==> src/rtl/ahb_ecc_mem_responder.sv <==
// AHB-Lite word-memory slave with programmable waits, ERROR responses, SECDED read data with bit-flip injection, plus a single-master grant.
// Latency: wait_cfg+1 data-phase cycles (2 for ERROR); backpressure by holding hready low in WAIT/ERR1.
module ahb_ecc_mem_responder #(
    parameter int         MEM_DEPTH = 64,
    parameter int         WAIT_W    = 4,
    parameter logic [3:0] MASTER_ID = 4'd1
) (
    input  logic              hclk,
    input  logic              hresetn,
    input  logic [31:0]       haddr,
    input  logic [1:0]        htrans,
    input  logic              hwrite,
    input  logic [2:0]        hsize,
    input  logic [2:0]        hburst,
    input  logic [63:0]       hwdata,
    input  logic              hbusreq,
    input  logic              hlock,
    input  logic [WAIT_W-1:0] wait_cfg,
    input  logic              err_req,
    input  logic [5:0]        inj_a,
    input  logic [5:0]        inj_b,
    output logic [31:0]       hrdata,
    output logic              hready,
    output logic [1:0]        hresp,
    output logic              hgrant,
    output logic [3:0]        hmaster
);

    localparam int IDX_W = $clog2(MEM_DEPTH);

    typedef enum logic [2:0] {
        S_IDLE,
        S_WAIT,
        S_DATA,
        S_ERR1,
        S_ERR2
    } state_t;

    state_t              state_q, state_d;
    logic [WAIT_W-1:0]   wait_cnt_q, wait_cnt_d;
    logic [IDX_W-1:0]    idx_q, idx_d;
    logic                hwrite_q, hwrite_d;
    logic [5:0]          inj_a_q, inj_a_d;
    logic [5:0]          inj_b_q, inj_b_d;
    logic                hgrant_q, hgrant_d;
    logic [3:0]          hmaster_q, hmaster_d;
    logic [25:0]         mem_q [MEM_DEPTH];

    logic                accept;
    logic                err_flag;
    logic                rd_vld;
    logic                mem_we;
    logic [31:0]         flip;
    logic                unused_ok;

    assign unused_ok = ^{hburst, htrans[0], haddr[31:IDX_W+2], haddr[1:0], hwdata[63:26]};

    // Hamming layout: parity at power-of-two positions, data fills the rest, position 32 is overall parity.
    function automatic logic [31:0] ecc_encode(input logic [25:0] d);
        logic [31:0] cw;
        logic        p;
        int          k;
        cw = '0;
        k  = 0;
        for (int n = 1; n < 32; n++) begin
            if ((n & (n - 1)) != 0) begin
                cw[n-1] = d[k];
                k++;
            end
        end
        for (int i = 0; i < 5; i++) begin
            p = 1'b0;
            for (int n = 1; n < 32; n++) begin
                if (((n >> i) & 1) == 1) p = p ^ cw[n-1];
            end
            cw[(1 << i) - 1] = p;
        end
        cw[31] = ^cw[30:0];
        return cw;
    endfunction

    function automatic logic [31:0] flip_mask(input logic [5:0] pos);
        logic [31:0] m;
        m = '0;
        if (pos != 6'd0 && pos <= 6'd32) m = 32'd1 << (pos - 6'd1);
        return m;
    endfunction

    always_ff @(posedge hclk or negedge hresetn) begin
        if (!hresetn) begin
            state_q    <= S_IDLE;
            wait_cnt_q <= '0;
            idx_q      <= '0;
            hwrite_q   <= 1'b0;
            inj_a_q    <= '0;
            inj_b_q    <= '0;
            hgrant_q   <= 1'b0;
            hmaster_q  <= '0;
        end else begin
            state_q    <= state_d;
            wait_cnt_q <= wait_cnt_d;
            idx_q      <= idx_d;
            hwrite_q   <= hwrite_d;
            inj_a_q    <= inj_a_d;
            inj_b_q    <= inj_b_d;
            hgrant_q   <= hgrant_d;
            hmaster_q  <= hmaster_d;
        end
    end

    always_ff @(posedge hclk or negedge hresetn) begin
        if (!hresetn) begin
            for (int i = 0; i < MEM_DEPTH; i++) mem_q[i] <= '0;
        end else if (mem_we) begin
            mem_q[idx_q] <= hwdata[25:0];
        end
    end

    assign accept   = hready & htrans[1];
    assign err_flag = err_req | (hsize != 3'b010);

    always_comb begin
        state_d    = state_q;
        wait_cnt_d = wait_cnt_q;
        idx_d      = idx_q;
        hwrite_d   = hwrite_q;
        inj_a_d    = inj_a_q;
        inj_b_d    = inj_b_q;
        if (accept) begin
            idx_d      = haddr[IDX_W+1:2];
            hwrite_d   = hwrite;
            inj_a_d    = inj_a;
            inj_b_d    = inj_b;
            wait_cnt_d = wait_cfg;
        end
        case (state_q)
            S_IDLE, S_DATA, S_ERR2: begin
                if (!accept)                 state_d = S_IDLE;
                else if (err_flag)           state_d = S_ERR1;
                else if (wait_cfg == '0)     state_d = S_DATA;
                else                         state_d = S_WAIT;
            end
            S_WAIT: begin
                wait_cnt_d = wait_cnt_q - WAIT_W'(1);
                if (wait_cnt_q <= WAIT_W'(1)) state_d = S_DATA;
            end
            S_ERR1:  state_d = S_ERR2;
            default: state_d = S_IDLE;
        endcase

        hgrant_d  = hbusreq | (hgrant_q & hlock);
        hmaster_d = (hgrant_q & hready) ? MASTER_ID : hmaster_q;
    end

    always_comb begin
        hready = 1'b1;
        hresp  = 2'b00;
        rd_vld = 1'b0;
        mem_we = 1'b0;
        case (state_q)
            S_WAIT: begin
                hready = 1'b0;
                rd_vld = ~hwrite_q;
            end
            S_DATA: begin
                rd_vld = ~hwrite_q;
                mem_we = hwrite_q;
            end
            S_ERR1: begin
                hready = 1'b0;
                hresp  = 2'b01;
            end
            S_ERR2:  hresp = 2'b01;
            default: ;
        endcase
    end

    // Equal injection positions OR into the same mask bit, so the bit flips only once.
    assign flip    = flip_mask(inj_a_q) | flip_mask(inj_b_q);
    assign hrdata  = rd_vld ? (ecc_encode(mem_q[idx_q]) ^ flip) : 32'h0;
    assign hgrant  = hgrant_q;
    assign hmaster = hmaster_q;

endmodule

==> config.mk <==
export PLATFORM = sky130hd
export DESIGN_NAME = ahb_ecc_mem_responder
export DESIGN_NICKNAME = d
export VERILOG_FILES = /design/src/rtl/ahb_ecc_mem_responder.sv
export SDC_FILE = /design/constraint.sdc
export NUM_CORES = 2
export LEC_CHECK = 0
export ABC_AREA = 1
export CORE_MARGIN = 3
export CORE_UTILIZATION = 64
export CTS_CLUSTER_DIAMETER = 80
export DETAILED_ROUTE_END_ITERATION = 12
export DONT_BUFFER_PORTS = 1
export HOLD_SLACK_MARGIN = 0.12
export PLACE_DENSITY = 0.82
export SKIP_LAST_GASP = 1
export SLEW_MARGIN = 20
export SYNTH_ARGS = -nofsm -noshare
export SYNTH_HDL_FRONTEND = slang
export SYNTH_SLANG_ARGS = --single-unit
==> constraint.sdc <==
create_clock -name hclk -period 4.15 [get_ports hclk]
set_input_delay 0.83 -clock hclk [delete_from_list [all_inputs] [get_ports hclk]]
set_output_delay 0.83 -clock hclk [all_outputs]
set_load 0.01 [all_outputs]
== After elaboration in Yosys (flattened, before gate mapping) ==
Cells that the tools add are included.
Word-level totals
  register bits: 1692
  output and inout bits: 40
  logic and storage cells: 200
Operators by class
  multiplexer cells: 20
  bitwise operators: 79
  shift operators: 2
  eq/ne operators: 6
  magnitude comparators: 5
  add/sub/neg operators: 3
  reduce and logical (&&, ||, !) cells: 13
Operator list (number)
  1664-bit bitwise mux: 1
  26-bit binary-select mux with 6-bit select: 1
  26-bit demux with 6-bit select: 1
  32-bit 2-to-1 mux: 3
  26-bit 2-to-1 mux: 3
  1-bit bitwise XOR: 70
  1-bit by 6-bit << shifter with 32-bit output, first input constant: 2
  32-bit OR: 1
  32-bit bitwise XOR: 1
  31-bit XOR reduction: 1
  6-bit less-or-equal comparator, second input constant: 2
  6-bit nonzero test: 2
  6-bit by 1-bit subtractor with 6-bit output, second input constant: 2
  3-bit 2-to-1 mux: 3
  3-bit one-hot mux with 3 select lines: 1
  4-bit 2-to-1 mux: 2
  7-bit >= comparator, second input constant: 1
  7-bit by 1-bit < comparator with 1-bit output, second input constant: 1
  6-bit inverter with 7-bit output: 1
  3-bit by 2-bit == test with 1-bit output, second input constant: 2
  2-bit OR reduction: 3
  4-bit by 1-bit less-or-equal comparator with 1-bit output, second input constant: 1
  4-bit logical NOT: 1
  1-bit 2-to-1 mux: 4
  13 further kinds: 18

== Longest topological paths before layout ==
  word-level depth: 21
  depth in mapped cells: 34
  mapped depth without buffers: 31

== Least setup slack after synthesis ==
No wires, ideal clock.
  path type: register to output
  start: reg idx_q[1]
  end: out hrdata[31]
  path buffers: 4
  data arrival time: 2.722 ns
  cell stages (with the launch flop): 26
  slack: 0.598 ns
  data required time: 3.320 ns
  cell sequence: dfrtp_1 > buf_4 > inv_4 > buf_4 > buf_2 > buf_2 > a21oi_1 > o21ai_0 > nand2_1 > nand2_1 > nand2_1 > nor2_1 > nand3_1 > xor2_1 > nand3_1 > nand2_1 > inv_1 > nand2_1 > nand2_1 > nand2_1 > nand2_1 > inv_1 > nand3_1 > nand3_1 > nand2_1 > nor2_1
On the way
  cells in the longest elaborated chain, start to end: 21
  elaborated cells on any way between the ends: 77
RTL lines
  start, declared: RTL line 41  | logic [IDX_W-1:0] idx_q, idx_d;
  start signal, assigned: RTL line 102  | idx_q <= idx_d;
  6-bit inverter with 7-bit output (implied by the code) (*): RTL line 180  | assign hrdata = rd_vld ? (ecc_encode(mem_q[idx_q]) ^ flip) : 32'h0;
  26-bit binary-select mux with 6-bit select (*): RTL line 180
  26-bit 2-to-1 mux (implied by the code) (*) (2 in a row): RTL line 180
  1-bit bitwise XOR (14 in a row): RTL line 74  | if (((n >> i) & 1) == 1) p = p ^ cw[n-1];
  31-bit XOR reduction (*): RTL line 78  | cw[31] = ^cw[30:0];
  32-bit bitwise XOR (*): RTL line 180
  32-bit 2-to-1 mux (*): RTL line 180
  end, declared: RTL line 22  | output logic [31:0] hrdata,
Mark *: on every way between the ends. The rest lies on a longest branch, timed or not. The select of a mux whose other input is x is not followed.

== Worst setup path in the final report ==
  start: reg idx_q[0]
  end: out hrdata[31]
The elaborated chain is that of the path after synthesis.

==> impl_metrics.ini <==
[cells_and_area]
seqCellArea_um2 = 42400
fin_nets = 11200
final_common_cell = nand2_1
multi_input_area_um2 = 35800
drive_above_1_share_pct = 13.3
final_cell_area_um2 = 95100
n_fill_cell = 8584
final_cell_mix = 5503 x nand2_1, 1722 x o21ai_0, 1689 x dfrtp_1
area_growth_pct = 17.5

[sta]
rsz0062_at_grt = true
slew_headroom_pct = 24.4
hold_slack_ns = 0.135
fmax_mhz = 182
finalClockSkew_ns = 0.0458
min_period_over_period_pct = 132
worst_pin_slew_ns = 1.13
period_minus_slack_ns = 5.49
fin_ws_ns = -1.34
final_max_slew_viol_count = 0
hold_violations = 0
setup_violations = 189

[place]
placed_cell_area_um2 = 85400
dp_hpwl_um = 165000
gp_congestion = 0.973
port_buffers = 0

[power_and_ir_drop]
pwr-share-seq_pct = 27.6
p_int_mw = 50.8
p_leak_nw = 52.3
comb_power_share_pct = 55.0
switchingPower_mw = 41.1
sw_frac_of_total_pct = 44.7
power_mw = 92.0
vdd_drop_max_mv = 1.52
p_per_area_nw_per_um2 = 967
clockPowerShare_pct = 17.4

[die]
io_pins = 166
rows = 129
core_um2 = 125000
die_h_um = 362
start_util_pct = 65.0
die_area_um2 = 131000
die_w_um = 362

[global_routing]
overflow = 0
grt_usage_pct = 42.8
antenna_found_initial = 8
first_global_vias = 74900
grt_pass1_wl_um = 433000
grt_max_degree = 233

[critical_path]
path_delay_family = simple AND/OR/NAND/NOR gates
r2r_slack_ns = 0.91
crit_type = flop to output port
arrival_ns = 4.66
cp.required_ns = 3.32
crit_path_end_kind = output port
cpMaxStageDelayCell = dfrtp_4
critPathMaxStageDelay_ns = 0.46
critical_path.startpoint_type = flop
critPathMaxFanout = 13
crit_buf_inv = 9
critPathMostFrequentCell = nand2_1

[logic_synthesis]
syn-instance-count = 11000
yosysTopAreaCell = dfrtp_1
syn_area_um2 = 80900
synthTopCellsByArea = dfrtp_1 52%, nand2_1 27%, o21ai_0 11%
netlist.area_leader.share_pct = 52.3
seq_area_frac_synth_pct = 52.3
synth.distinct_cells = 43
synth_area_per_cell_um2 = 7.35
yosysWarnings = 0
ys_seq_elements = 1692

[clock_tree]
root_buffer = clkbuf_16
cts_tree = yes
clk_pin_slew_worst_paths_ns = 0.06
cts_buffers = 175
htree_levels = 4
clk_latency_ns = 0.84
clockBufferDepth = 3
clock_sinks = 1692

[drt]
via_count = 78200
wirelength_um = 284000
drtPass1Iterations = 7
drc = 0
viasPerCell = 6.10
ant_nets = 0
drt-wirelength-per-cell_um = 22.2
drtIter0Drc = 11300

[status]
failed_checks = negative setup slack
status = finished, violations left

[flow_run]
cap_violations = 0

[worst_hold_path]
hold_path_class = input port to flop
routing by layer:
metal	vias to the layer above	track usage, %	routed length, µm
li1	34600	-	-
met1	36900	55.3	102000
met2	5443	63.9	124000
met3	1244	12.2	38500
met4	2	27.7	20200
met5	-	0.0726	13
timing repair:
action	in CTS	in global routing
pin swaps	124	128
buffers inserted	43	21
endpoints found under the hold margin	177	203
gates resized for setup	365	294
endpoints found under the setup margin	32	32
gates cloned	26	16
hold buffers	2	1
cells by family (layout without fill, tap and decap cells):
group | Yosys count | count (layout) | synth area share (%)
AO/OA/AOI/OAI | 1911 | 1911 | 12.0
XOR/XNOR | 15 | 15 | 0.162
adder cells (fa/ha/maj) | 2 | 2 | 0.0309
buffers and inverters | 1110 | 1284 | 5.80
flip-flops | 1692 | 1692 | 52.3
multiplexers | 4 | 4 | 0.0556
other | 1 | 11 | 0.00463
AND/OR/NAND/NOR | 6271 | 6271 | 29.6
final timing paths:
| path | startpoint | to | cells past startpoint |
|---|---|---|---|
| max | idx_q[0]$_DFFE_PN0P_ | hrdata[31] | 36 |
| min | hlock | hgrant$_DFF_PN0_ | 1 |
| max reg2reg | idx_q[4]$_DFFE_PN0P_ | mem_q[982]$_DFFE_PN0P_ | 11 |
| min reg2reg | mem_q[527]$_DFFE_PN0P_ | mem_q[527]$_DFFE_PN0P_ | 2 |
| max in group asynchronous | hresetn | mem_q[1231]$_DFFE_PN0P_ | 6 |
| min in group asynchronous | hresetn | mem_q[1463]$_DFFE_PN0P_ | 2 |
per-stage QoR:
step / std cells / utilization, % / TNS, ns / setup slack [ns]
6_report: 12800 / 76.3 / -28.49 / -1.34
4_1_cts: 12800 / 75.1 / -14.48 / -1.22
3_5_place_dp: 12400 / 68.5 / -4.68 / -1.03
2_1_floorplan: 11000 / - / 0 / 0.598
3_3_place_gp: 12400 / 68.5 / -4.57 / -1.00
5_1_grt: 12800 / 76.3 / -147.19 / -1.46
state kept, by name, indices dropped and copies added, names as in the netlist:
| signal | flops |
|---|---|
| mem_q | 1664 |
| idx_q | 6 |
| inj_a_q | 6 |
| inj_b_q | 6 |
| wait_cnt_q | 4 |
| state_q | 3 |
| hgrant | 1 |
| hmaster | 1 |
| hwrite_q | 1 |
power groups by stage:
| stage | clock (mW) | sequential, mW | combinational, mW |
|---|---|---|---|
| 6_report | 16.0 | 25.4 | 50.6 |
| 5_1_grt | 16.7 | 25.9 | 54.7 |
| 4_1_cts | 16.0 | 25.2 | 45.1 |
| 3_5_place_dp | 0 | 25.4 | 39.6 |
| 3_3_place_gp | 0 | 25.2 | 38.9 |
| 2_1_floorplan | 0 | 24.5 | 24.3 |
Yosys cell counts, drive strengths merged:
master / instances
dfrtp: 1692
xnor2: 2
xor2: 13
o221ai: 2
nand3b: 12
clkbuf: 531
o22ai: 25
o211ai: 3
ha: 2
a21o: 3
a21oi: 88
nor2: 226
or2: 14
buf: 288
o21a: 1
nor3: 11
nand3: 175
clkinv: 29
and3: 1
a211oi: 3
nand4: 20
inv: 262
mux2: 4
a22oi: 25
a22o: 2
conb: 1
o311ai: 1
nor4: 1
a31oi: 3
nand2: 5811
o21ai: 1755
layout make-up:
type	instances	area share, %
timing repair buffer	679	8.19
sequential	1692	44.6
clock inverter	51	0.683
timing repair inverter	4	0.112
multi-input combinational	8207	37.7
antenna	7	0.0184
clock buffer	259	5.38
tap	1637	2.15
inverter	291	1.23
Power figures use the tool's default switching activity.
